File: src/rtl/multicycle_ctrl.sv
// Multi-cycle MIPS control FSM: sequences fetch/decode/execute/memory/writeback over a
// shared memory port with a ready handshake, counts retired instructions, halts on null/illegal.
module multicycle_ctrl #(
    parameter int CNT_W  = 32,
    parameter int RA_REG = 31
) (
    input  logic             clk,
    input  logic             resetN,
    input  logic [31:0]      instruction,
    input  logic             zero,
    input  logic             memReady,
    output logic             pcEn,
    output logic             iorD,
    output logic             memRead,
    output logic             memWrite,
    output logic             irWrite,
    output logic [1:0]       regDst,
    output logic [1:0]       memToReg,
    output logic             regWrite,
    output logic             aluSrcA,
    output logic [1:0]       aluSrcB,
    output logic             extSel,
    output logic [2:0]       aluOp,
    output logic [1:0]       pcSource,
    output logic [3:0]       state,
    output logic [CNT_W-1:0] instCount,
    output logic             halted,
    output logic             illegal
);

    typedef enum logic [3:0] {
        S_RESET  = 4'd0,  S_FETCH = 4'd1,  S_DECODE = 4'd2,  S_MEMADR = 4'd3,
        S_MEMRD  = 4'd4,  S_MEMWB = 4'd5,  S_MEMWR  = 4'd6,  S_EXEC   = 4'd7,
        S_RWB    = 4'd8,  S_BRANCH = 4'd9, S_JUMP   = 4'd10, S_JR     = 4'd11,
        S_IEXEC  = 4'd12, S_IWB   = 4'd13, S_HALT   = 4'd15
    } state_t;

    localparam logic [5:0] OP_SPECIAL = 6'h00, OP_J   = 6'h02, OP_JAL  = 6'h03;
    localparam logic [5:0] OP_BEQ     = 6'h04, OP_BNE = 6'h05, OP_ADDI = 6'h08;
    localparam logic [5:0] OP_ORI     = 6'h0D, OP_LW  = 6'h23, OP_SW   = 6'h2B;
    localparam logic [5:0] FN_JR  = 6'h08, FN_ADD = 6'h20, FN_SUB = 6'h22;
    localparam logic [5:0] FN_AND = 6'h24, FN_OR  = 6'h25, FN_SLT = 6'h2A;

    // The datapath hard-wires regDst=2 to $31; a different link register is not supported.
    if (RA_REG != 31) begin : g_ra_check
        $error("multicycle_ctrl: RA_REG must be 31");
    end

    state_t           state_r, next_state_s;
    logic [CNT_W-1:0] inst_count_r;
    logic             illegal_r;
    logic             retire_s, set_illegal_s;
    logic [5:0]       opcode_s, funct_s;

    assign opcode_s = instruction[31:26];
    assign funct_s  = instruction[5:0];

    // Next-state, retire/illegal strobes and control outputs decoded from the current state.
    always_comb begin
        next_state_s  = state_r;
        retire_s      = 1'b0;
        set_illegal_s = 1'b0;
        pcEn = 1'b0;  iorD = 1'b0;  memRead = 1'b0;  memWrite = 1'b0;  irWrite = 1'b0;
        regDst = 2'd0;  memToReg = 2'd0;  regWrite = 1'b0;  aluSrcA = 1'b0;
        aluSrcB = 2'd0;  extSel = 1'b0;  aluOp = 3'b000;  pcSource = 2'd0;
        case (state_r)
            S_RESET: next_state_s = S_FETCH;
            S_FETCH: begin
                memRead = 1'b1;  aluSrcB = 2'd1;  aluOp = 3'b010;
                irWrite = memReady;  pcEn = memReady;
                if (memReady) next_state_s = S_DECODE;
                else          next_state_s = S_FETCH;
            end
            S_DECODE: begin
                aluSrcB = 2'd3;  aluOp = 3'b010;
                if (instruction == 32'h0000_0000) begin
                    next_state_s = S_HALT;
                end else begin
                    case (opcode_s)
                        OP_LW, OP_SW:   next_state_s = S_MEMADR;
                        OP_BEQ, OP_BNE: next_state_s = S_BRANCH;
                        OP_J, OP_JAL:   next_state_s = S_JUMP;
                        OP_ADDI, OP_ORI: next_state_s = S_IEXEC;
                        OP_SPECIAL: begin
                            case (funct_s)
                                FN_ADD, FN_SUB, FN_AND, FN_OR, FN_SLT: next_state_s = S_EXEC;
                                FN_JR:   next_state_s = S_JR;
                                default: begin
                                    next_state_s  = S_HALT;
                                    set_illegal_s = 1'b1;
                                end
                            endcase
                        end
                        default: begin
                            next_state_s  = S_HALT;
                            set_illegal_s = 1'b1;
                        end
                    endcase
                end
            end
            S_MEMADR: begin
                aluSrcA = 1'b1;  aluSrcB = 2'd2;  aluOp = 3'b010;
                if (opcode_s == OP_LW) next_state_s = S_MEMRD;
                else                   next_state_s = S_MEMWR;
            end
            S_MEMRD: begin
                iorD = 1'b1;  memRead = 1'b1;
                if (memReady) next_state_s = S_MEMWB;
                else          next_state_s = S_MEMRD;
            end
            S_MEMWB: begin
                memToReg = 2'd1;  regWrite = 1'b1;
                retire_s = 1'b1;  next_state_s = S_FETCH;
            end
            S_MEMWR: begin
                iorD = 1'b1;  memWrite = 1'b1;
                if (memReady) begin
                    retire_s = 1'b1;  next_state_s = S_FETCH;
                end else begin
                    next_state_s = S_MEMWR;
                end
            end
            S_EXEC: begin
                aluSrcA = 1'b1;  next_state_s = S_RWB;
                case (funct_s)
                    FN_SUB:  aluOp = 3'b110;
                    FN_AND:  aluOp = 3'b000;
                    FN_OR:   aluOp = 3'b001;
                    FN_SLT:  aluOp = 3'b111;
                    default: aluOp = 3'b010;
                endcase
            end
            S_RWB: begin
                regDst = 2'd1;  regWrite = 1'b1;
                retire_s = 1'b1;  next_state_s = S_FETCH;
            end
            S_BRANCH: begin
                aluSrcA = 1'b1;  aluOp = 3'b110;  pcSource = 2'd1;
                if (opcode_s == OP_BNE) pcEn = ~zero;
                else                    pcEn = zero;
                retire_s = 1'b1;  next_state_s = S_FETCH;
            end
            S_JUMP: begin
                pcSource = 2'd2;  pcEn = 1'b1;
                if (opcode_s == OP_JAL) begin
                    regDst = 2'd2;  memToReg = 2'd2;  regWrite = 1'b1;
                end else begin
                    regWrite = 1'b0;
                end
                retire_s = 1'b1;  next_state_s = S_FETCH;
            end
            S_JR: begin
                pcSource = 2'd3;  pcEn = 1'b1;
                retire_s = 1'b1;  next_state_s = S_FETCH;
            end
            S_IEXEC: begin
                aluSrcA = 1'b1;  aluSrcB = 2'd2;  next_state_s = S_IWB;
                if (opcode_s == OP_ORI) begin
                    extSel = 1'b1;  aluOp = 3'b001;
                end else begin
                    extSel = 1'b0;  aluOp = 3'b010;
                end
            end
            S_IWB: begin
                regWrite = 1'b1;
                retire_s = 1'b1;  next_state_s = S_FETCH;
            end
            S_HALT:  next_state_s = S_HALT;
            // Unused encoding 14 parks in HALT rather than running off.
            default: next_state_s = S_HALT;
        endcase
    end

    // State register, retired-instruction counter and sticky illegal flag.
    always_ff @(posedge clk or negedge resetN) begin
        if (!resetN) begin
            state_r      <= S_RESET;
            inst_count_r <= {CNT_W{1'b0}};
            illegal_r    <= 1'b0;
        end else begin
            state_r <= next_state_s;
            if (retire_s) inst_count_r <= inst_count_r + CNT_W'(1);
            if (set_illegal_s) illegal_r <= 1'b1;
        end
    end

    assign state     = state_r;
    assign instCount = inst_count_r;
    assign illegal   = illegal_r;
    assign halted    = (state_r == S_HALT);

endmodule

File: config.mk
export PLATFORM = sky130hd
export DESIGN_NAME = multicycle_ctrl
export DESIGN_NICKNAME = d
export VERILOG_FILES = /design/src/rtl/multicycle_ctrl.sv
export SDC_FILE = /design/constraint.sdc
export NUM_CORES = 1
export LEC_CHECK = 0
export CORE_MARGIN = 3
export CORE_UTILIZATION = 28
export DETAILED_ROUTE_END_ITERATION = 12
export GPL_ROUTABILITY_DRIVEN = 0
export SLEW_MARGIN = 5
export SYNTH_ARGS = -nofsm -noshare
export SYNTH_HDL_FRONTEND = slang
export SYNTH_SLANG_ARGS = --single-unit
File: constraint.sdc
create_clock -name clk -period 4.2 [get_ports clk]
set_clock_uncertainty 0.2 [all_clocks]
set_input_delay 0.63 -clock clk [delete_from_list [all_inputs] [get_ports clk]]
set_output_delay 0.63 -clock clk [all_outputs]
set_load 0.05 [all_outputs]
Yosys cells after proc, flatten, opt, wreduce, memory -nomap -nowiden:

Cells that the tools add are included.

* flip-flop bits (word level): 37
* input port bits: 36
* output and inout bits: 57
* logic and storage cells: 85

* add/subtract/negate cells: 1
* equality and inequality tests: 28
* multiplexer cells: 33
* bitwise operators: 1
* reductions and logical operators: 19

Operators with widths (count)
* equality test 6 bit, second input constant: 7
* adder 32 x 1 -> 32 bit, second input constant: 1
* zero test 32 bit: 1
* one-hot mux 4 bit (8 select lines): 1
* equality test 4 bit, second input constant: 7
* one-hot mux 3 bit (4 select lines): 2
* one-hot mux 4 bit (5 select lines): 1
* equality test 6 x 4 -> 1 bit, second input constant: 3
* equality test 4 x 3 -> 1 bit, second input constant: 4
* OR reduction 2 bit: 8
* two-way mux 1 bit: 14
* equality test 6 x 2 -> 1 bit, second input constant: 2
* equality test 6 x 3 -> 1 bit, second input constant: 2
* one-hot mux 2 bit (3 select lines): 2
* OR reduction 6 bit: 2
* equality test 4 x 2 -> 1 bit, second input constant: 2
* two-way mux 2 bit: 4
* one-hot mux 2 bit (2 select lines): 2
* one-hot mux 4 bit (2 select lines): 1
* OR reduction 8 bit: 1
* OR reduction 7 bit: 1
* zero test 6 bit: 1
* one-hot mux 1 bit (2 select lines): 3
* OR reduction 3 bit: 2
* other kinds (8): 8

Longest topological paths before layout:

Gate-level depths: netlist of run 1.

* depth after elaboration: 6
* depth in mapped cells: 6
* mapped depth without buffers: 6

Worst setup path before layout of run 1:

OpenSTA, ideal clock, no wires.

* path type: input to output
* from: input port instruction[27]
* to: output port extSel
* data arrival time: 3.123 ns
* required time: 3.370 ns
* setup slack: 0.247 ns
* stages: 4
* path buffers: 1
* cells stage by stage: clkbuf_1 or3_1 nor3_1 nor4b_1

* longest elaborated chain between the ends: 3

Ends and longest elaborated chain
* from (decl): line 9 `input logic [31:0] instruction,`
* equality test 6 x 4 -> 1 bit: line 158 `if (opcode_s == OP_ORI) begin`
* two-way mux 1 bit: line 158
* two-way mux 1 bit: line 66 `case (state_r)`
* to (decl): line 22 `output logic extSel,`

Every way passes these cells.

Worst setup path in the final report of run 1:

* from: input port instruction[27]
* to: output port aluOp[1]

* longest elaborated chain between the ends: 3

Ends and longest elaborated chain
* equality test 6 x 4 -> 1 bit: line 158
* two-way mux 2 bit: line 158
* one-hot mux 3 bit (4 select lines): line 66
* to (decl): line 23 `output logic [2:0] aluOp,`

Every way passes these cells.

==> flow_summary.json, run 1 <==
{
  "grt_pass1_vias": 2182,
  "regArea_um2": 925.9,
  "reg2reg_to": "instCount[23]",
  "grt_max_degree": 38,
  "die-area_mm2": 0.009513,
  "cts.sinks": 37,
  "synthCells": 274,
  "drv_cap": 0,
  "drc_errors": 0,
  "yosysSeqAreaShare_pct": 39.47,
  "root_buffer": "clkbuf_8",
  "cts_tree": "yes",
  "critPathLaunchType": "input port",
  "nets": 397,
  "ant_nets": 0,
  "clock_latency_ps": 280,
  "timing.final.crit_share_pct": 89.68,
  "synth_area_mm2": 0.002346,
  "core_area_mm2": 0.007928,
  "placed_cells": 455,
  "synth.most_common_cell": "dfrtp_1",
  "ios": 93,
  "numCtsBuffers": 5,
  "power.density_mw_per_mm2": 509.9,
  "tns_ps": 0,
  "synth_ff_type": "dfrtp_1",
  "r2r-start": "state[0]",
  "ys_top_cells_by_count": "dfrtp_1 (37), nand2_1 (27), nor2_1 (27), nand3_1 (22), xnor2_1 (19)",
  "critical_path_class": "input port to primary output",
  "worstRegToRegCells": 6,
  "num_rows": 32,
  "ys_ff_latch": 37,
  "grt_pass1_wl_um": 10960,
  "dp_slack_ps": 458.9,
  "synthArstFlopShare_pct": 100.0,
  "power.leakage_nw": 1.391,
  "status": "finished, final reports clean",
  "io_buffers": 92,
  "ctsHoldBuffers": 0,
  "nFillCells": 820,
  "viasPerCell": 4.970,
  "synth.distinct_cells": 45,
  "grt.total_usage_pct": 13.74,
  "die_w_um": 97.54,
  "fin_ws_ps": 433.6,
  "yosysTopAreaCellShare_pct": 39.47,
  "hold_viol": 0,
  "required_ps": 3370,
  "final-setup-viol-count": 0,
  "grt_antenna_before_repair": 0,
  "start_util_pct": 29.59,
  "clk_pin_slew_ps": 80,
  "cts_buffer_depth": 2,
  "cp_max_fo": 9,
  "min_path_type": "input port to asynchronous set/reset pin",
  "cts.repair.resized": 0,
  "syn_avg_cell_area_um2": 8.562,
  "grt_overflow": 0,
  "drt_iter0_markers": 56,
  "worstMarginPinSlew_ps": 851.5,
  "synth_top_cell_by_area": "dfrtp_1",
  "synth_edf_count": 0,
  "layout_min_cycle_time_ps": 3766,
  "synthTopCellsByArea": "dfrtp_1 (39%), xnor2_1 (7.1%), xor2_1 (5.6%)",
  "num_antenna_cells": 0,
  "endpoint_kind": "primary output",
  "wl_per_cell_um": 14.12,
  "critPathArrivalTime_ps": 2940,
  "vias": 2301,
  "synth_nets": 311,
  "max_slew_margin_pct": 43.23,
  "areaGrowthSynthToFinish_pct": 46.51,
  "yosys_warnings": 0,
  "max_freq_mhz": 265.5,
  "die_height_um": 97.54,
  "peakVddDrop_uv": 404.1,
  "multi_input_area_mm2": 0.001336,
  "post_cts_buffers": 0,
  "critPathLaunch": "instruction[27]",
  "drv_slew": 0,
  "critPathCapture": "aluOp[1]",
  "r2r_slack_ps": 1620,
  "drive_above_1_share_pct": 5.540,
  "drt-pass1-iter-count": 4,
  "htree_levels": 2,
  "rsz0062_at_grt": "false",
  "fin_cells": 463,
  "dp_hpwl_um": 5057,
  "routed_wl_um": 6537
}
==> where the power goes <==
part	internal (mW)	total [mW]	switching, mW
logic	0.324	0.917	0.593
registers	0.399	0.512	0.113
clock network	0.193	0.324	0.130
==> cells in the final DEF (no fill, tap or decap), types with 3 or more instances in the layout <==
cell type,n
o31a_1,3
nor2_1,27
dfrtp_1,37
nor2b_1,5
xor2_1,15
clkdlybuf4s50_1,85
nand2b_1,9
xnor2_1,19
clkbuf_8,6
nor4_1,8
nand3_1,22
nor3_1,16
and2_1,6
inv_1,5
buf_4,7
a21oi_1,6
and3_1,7
o21ai_0,7
nand2_1,27
nand4_1,12
==> state kept, by name, indices dropped and copies added, names as in the netlist <==
register,cells
instCount,32
illegal,1
state,4
==> area by class of cell <==
class,instances,share of cell area (%)
clock buffer,6,2.403
clock inverter,2,1.092
inverter,5,0.5460
multi-input combinational,218,38.88
sequential,37,26.94
tap,102,3.713
timing repair buffer,93,26.43
==> metrics by stage <==
stage,power (mW),hold slack [ps],utilization [%],area (um2)
after global routing,1.858,296.4,43.36,3437
final,1.752,245.3,43.36,3437
after detailed placement,1.440,263.4,41.84,3317
after CTS,1.774,274.1,43.36,3437
after global placement,1.437,258.2,41.84,3317
after floorplan,1.132,134.4,-,2346
==> cell families (layout without fill, tap and decap cells) <==
family	after synthesis	after routing	share of synthesized area (%)
compound gates	34	34	10.45
xor+xnor	34	34	12.69
fa+ha+maj	1	1	0.5332
buf+inv	19	106	3.573
flops	37	37	39.47
simple gates	149	149	33.28
==> worst min-delay path by stage <==
stage,startpoint,endpoint,cells after the start
floorplan,resetN,illegal,0
global placement,instCount[31],instCount[31],1
detailed placement,instCount[31],instCount[31],1
CTS,instCount[31],instCount[31],1
global route,instCount[31],instCount[31],1
finish,resetN,instCount[4],1
==> worst max-delay path: stages <==
cell and delay (ps):
clkdlybuf4s50_1 540, or3_1 480, nor3_1 310, o31a_1 170, o21ai_0 70, clkdlybuf4s50_1 740
==> per-layer routing <==
layer  GRT usage [%]  wire length (um)  up-vias
met4           3.727                74        0
met3           3.661               431        7
met1           17.74              2840     1072
li1                -                 -     1153
met5               0                 0        -
met2           22.67              3190       69
Note: power is estimated with default switching activity, not from simulation.
==> inputs of run 2 (changes only) <==
--- a/config.mk
+++ b/config.mk
@@ -5,7 +5,7 @@
 export SDC_FILE = /design/constraint.sdc
 export NUM_CORES = 1
 export LEC_CHECK = 0
-export CORE_MARGIN = 3
+export ABC_AREA = 1
 export CORE_UTILIZATION = 28
 export DETAILED_ROUTE_END_ITERATION = 12
 export GPL_ROUTABILITY_DRIVEN = 0
==> run 2 against run 1 <==
Area after synthesis is 17% higher. Setup slack gained 230 ps. Sequential power fell by 7.8%. Worst hold slack got worse by 6.6 ps. Fmax is 6.5% higher. Design area up 13%. Flip-flop and latch count did not move.
==> flow_summary.json, run 2 <==
{
  "die_height_um": 101.2,
  "grt_pass1_wl_um": 13220,
  "dp_hpwl_um": 6377,
  "cts_buffer_depth": 2,
  "timing.final.crit_share_pct": 84.24,
  "largest_reg_flops": 32,
  "syn_avg_cell_area_um2": 6.375,
  "ant_nets": 0,
  "ys_top_cells_by_count": "nand2_1 (141), nor2_1 (91), inv_1 (53), dfrtp_1 (37), nand3_1 (22)",
  "synth_nets": 469,
  "ctsHoldBuffers": 0,
  "nets": 564,
  "num_rows": 35,
  "status": "finished, final reports clean",
  "core_area_mm2": 0.009371,
  "die_w_um": 101.2,
  "drv_cap": 0,
  "peakVddDrop_uv": 362.5,
  "viasPerCell": 4.493,
  "ys_ff_latch": 37,
  "root_buffer": "clkbuf_8",
  "yosysTopAreaCellShare_pct": 33.62,
  "grt_max_degree": 38,
  "drv_slew": 0,
  "mostFrequentLayoutCell": "nand2_1",
  "power.density_mw_per_mm2": 434.1,
  "yosysSeqAreaShare_pct": 33.62,
  "synthArstFlopShare_pct": 100.0,
  "critical_path_class": "input port to primary output",
  "grt_antenna_before_repair": 0,
  "numCtsBuffers": 5,
  "synth_ff_type": "dfrtp_1",
  "design_area_mm2": 0.003891,
  "synth.distinct_cells": 27,
  "drc_errors": 0,
  "post_cts_buffers": 0,
  "synth.most_common_cell": "nand2_1",
  "wl_per_cell_um": 11.99,
  "fin_util_pct": 41.52,
  "drt-pass1-iter-count": 4,
  "ios": 93,
  "die-area_mm2": 0.01024,
  "fin_hold_ws_ps": 238.7,
  "min_path_type": "input port to asynchronous set/reset pin",
  "vias": 2952,
  "max_freq_mhz": 282.7,
  "synthTopCellsByArea": "dfrtp_1 (34%), nand2_1 (19%), nor2_1 (12%)",
  "synthCells": 432,
  "layout_min_cycle_time_ps": 3538,
  "synth_area_mm2": 0.002754,
  "grt_most_used_layer": "met2",
  "grt.total_usage_pct": 16.23,
  "required_ps": 3370,
  "critPathArrivalTime_ps": 2710,
  "drt_iter0_markers": 82,
  "clk_pin_slew_ps": 80,
  "num_antenna_cells": 0,
  "met3_usage_pct": 2.899,
  "start_util_pct": 29.39,
  "yosys_warnings": 0,
  "cts.repair.resized": 0,
  "final-setup-viol-count": 0,
  "grt_overflow": 0,
  "cts.sinks": 37,
  "cts_tree": "yes",
  "clock_latency_ps": 290,
  "place_area_mm2": 0.003790,
  "critPathLaunchType": "input port",
  "cp_max_fo": 7,
  "globalRouteMet2Util_pct": 25.95,
  "worstMarginPinSlew_ps": 845.9,
  "synth_top_cell_by_area": "dfrtp_1",
  "gr-usage-met1_pct": 22.63,
  "drive_above_1_share_pct": 5.682,
  "max_slew_margin_pct": 43.61,
  "htree_levels": 2,
  "routed_wl_um": 7879,
  "io_buffers": 92,
  "areaGrowthSynthToFinish_pct": 41.30,
  "power.leakage_nw": 1.643,
  "synth_edf_count": 0,
  "grt_pass1_vias": 2779,
  "rsz0062_at_grt": "false",
  "hold_viol": 0,
  "mostFrequentLayoutCells": "nand2_1 (141), nor2_1 (91), clkdlybuf4s50_1 (91)",
  "tns_ps": 0,
  "endpoint_kind": "primary output"
}
-- run 2: power breakdown --
part	switching (mW)	leakage (nW)	internal (mW)	total, mW
logic	0.651	1.09	0.289	0.940
clock network	0.129	0.0542	0.148	0.277
registers	0.0735	0.497	0.399	0.472
-- run 2: area by class of cell --
cell class                      count  area (um2)
Clock buffer                        7       96.34
Clock inverter                      1       5.005
Fill cell                        1019        5480
Inverter                           56       210.2
Multi-Input combinational cell    335        1577
Sequential cell                    37       925.9
Tap cell                          129       161.4
Timing Repair Buffer               92       915.9
-- run 2: kinds of logic (layout without fill, tap and decap cells) --
logic type	Yosys count	count (layout)	share of synthesized area, %
AND/OR/NAND/NOR	293	293	46.12
buffers and inverters	60	156	9.132
XOR/XNOR	19	19	6.043
adder cells (fa/ha/maj)	1	1	0.4543
AO/OA/AOI/OAI	22	22	4.634
flip-flops	37	37	33.62
-- run 2: routing by layer --
metal / share of wire, % / vias up
met5: 0 / -
met4: 1.7 / 0
met3: 4.5 / 15
met2: 45 / 70
met1: 49 / 1331
li1: - / 1536
-- run 2: final timing paths --
kind,startpoint,endpoint,slack [ps],cells past startpoint
max,instruction[31],pcEn,660,7
min,resetN,instCount[23],240,1
max reg2reg,state[1],instCount[27],2160,9
min reg2reg,illegal,illegal,270,2
max in group asynchronous,resetN,instCount[2],3020,1
min in group clk,illegal,illegal,270,2
-- run 2: through the flow --
stage	setup slack (ps)	power, mW	cells
after floorplan	1052	1.122	432
after global placement	727.7	1.420	649
after detailed placement	681.7	1.425	649
after CTS	671.1	1.708	657
after global routing	525.2	1.788	657
final	662.1	1.689	657
-- run 2: worst max-delay path, cell delays in order --
cell             delay (ps)
clkdlybuf4s50_1         420
nor2_1                  360
nand2_1                 120
o21ai_0                 170
nand3_1                  90
o221ai_1                 80
clkdlybuf4s50_1         840
==> inputs of run 3 (changes only) <==
==> constraint.sdc (replaced) <==
create_clock -name clk -period 3.1 [get_ports clk]
set_clock_uncertainty 0.2 [all_clocks]
set_input_delay 0.465 -clock clk [delete_from_list [all_inputs] [get_ports clk]]
set_output_delay 0.465 -clock clk [all_outputs]
set_load 0.05 [all_outputs]
==> run 3 against run 2 <==
Design area up 1.4%. Die area unchanged. Critical path depth down 1. Non-clock buffer count unchanged. Worst hold slack worse by 170 ps. Via count up 0.81%. Critical endpoint is now aluSrcA. Largest cell class unchanged.
==> flow_summary.json, run 3 (synthesis gave the netlist of run 2 again) <==
{
  "nets": 564,
  "tns_ps": 0,
  "hold_viol": 0,
  "nFillCells": 1020,
  "routed_wl_um": 8061,
  "io_buffers": 92,
  "grt_pass1_wl_um": 13310,
  "drv_slew": 0,
  "status": "finished, final reports clean",
  "endpoint_kind": "primary output",
  "areaGrowthSynthToFinish_pct": 43.30,
  "die_w_um": 101.2,
  "cts.repair.resized": 0,
  "clock_latency_ps": 300,
  "numCtsBuffers": 5,
  "grt.total_usage_pct": 16.53,
  "grt_antenna_before_repair": 0,
  "final-setup-viol-count": 0,
  "drt-pass1-iter-count": 4,
  "htree_levels": 2,
  "cts.sinks": 37,
  "critPathLaunchType": "flop",
  "max_freq_mhz": 338.5,
  "place_area_mm2": 0.003842,
  "largest_reg_flops": 32,
  "wl_per_cell_um": 12.27,
  "viasPerCell": 4.530,
  "fin_util_pct": 42.11,
  "min_path_type": "input port to asynchronous set/reset pin",
  "root_buffer": "clkbuf_8",
  "grt_overflow": 0,
  "peakVddDrop_uv": 497.0,
  "design_area_mm2": 0.003946,
  "max_slew_margin_pct": 43.59,
  "drv_cap": 0,
  "required_ps": 2430,
  "timing.final.crit_share_pct": 95.30,
  "ctsHoldBuffers": 0,
  "core_area_mm2": 0.009371,
  "critical_path_class": "flop to primary output",
  "die-area_mm2": 0.01024,
  "die_height_um": 101.2,
  "ant_nets": 0,
  "drc_errors": 0,
  "layout_min_cycle_time_ps": 2954,
  "mostFrequentLayoutCell": "nand2_1",
  "cts_buffer_depth": 2,
  "worstMarginPinSlew_ps": 846.2,
  "power_mw": 2.316,
  "fin_ws_ps": 145.8,
  "mostFrequentLayoutCells": "nand2_1 (141), nor2_1 (91), clkdlybuf4s50_1 (81)",
  "grt_pass1_vias": 2873,
  "dp_slack_ps": 371.6,
  "clk_pin_slew_ps": 80,
  "post_cts_buffers": 0,
  "power.density_mw_per_mm2": 586.8,
  "num_rows": 35,
  "drive_above_1_share_pct": 7.386,
  "cp_max_fo": 9,
  "num_antenna_cells": 0,
  "power.leakage_nw": 1.690,
  "ios": 93,
  "rsz0062_at_grt": "false",
  "drt_iter0_markers": 122,
  "dp_hpwl_um": 6534,
  "grt_max_degree": 38,
  "critPathArrivalTime_ps": 2290,
  "vias": 2976,
  "cts_tree": "yes",
  "start_util_pct": 29.39
}
[run 3: critical path: stages, from the launching register on]
cell and delay, ps:
dfrtp_1 520, nor2_1 190, inv_1 110, nor2_1 140, inv_1 90, o211ai_1 110
clkdlybuf4s50_1 830
[run 3: final cells by class]
class                   count  area, um2  share of cell area [%]
repair buffers             92      970.9                   24.60
well taps                 129      161.4                   4.090
inverters                  56      210.2                   5.327
multi-input cells         335       1577                   39.95
clock inverters             1      5.005                  0.1268
clock buffers               7      96.34                   2.441
flip-flops and latches     37      925.9                   23.46
[run 3: worst paths after layout]
check	startpoint	end	slack (ps)	cells past startpoint
setup / recovery	state[1]	aluSrcA	150	6
hold / removal	resetN	instCount[21]	70	1
max in group asynchronous	resetN	instCount[5]	2090	1
min in group clk	illegal	illegal	260	2
hold reg to reg	illegal	illegal	260	2
setup reg to reg	state[1]	instCount[27]	1030	9
[run 3: per-stage QoR]
stage | hold slack, ps | cells
final | 70.95 | 657
after global routing | 147.1 | 657
after CTS | 105.9 | 657
after detailed placement | 247.9 | 649
after global placement | 245.3 | 649
after floorplan | -30.59 | 432
[run 3: per-layer routing]
layer | part of all wire [%] | vias to the layer above | track usage (%) | wire length [um]
li1 | - | 1529 | - | -
met1 | 47 | 1374 | 21.77 | 3818
met2 | 46 | 57 | 27.42 | 3748
met3 | 3.6 | 16 | 2.553 | 293
met4 | 2.5 | 0 | 6.132 | 201
met5 | 0 | - | 0 | 0
[run 3: power by group]
| part | switching, mW | internal, mW |
|---|---|---|
| Sequential | 0.0930 | 0.540 |
| Combinational | 0.894 | 0.408 |
| Clock | 0.179 | 0.201 |
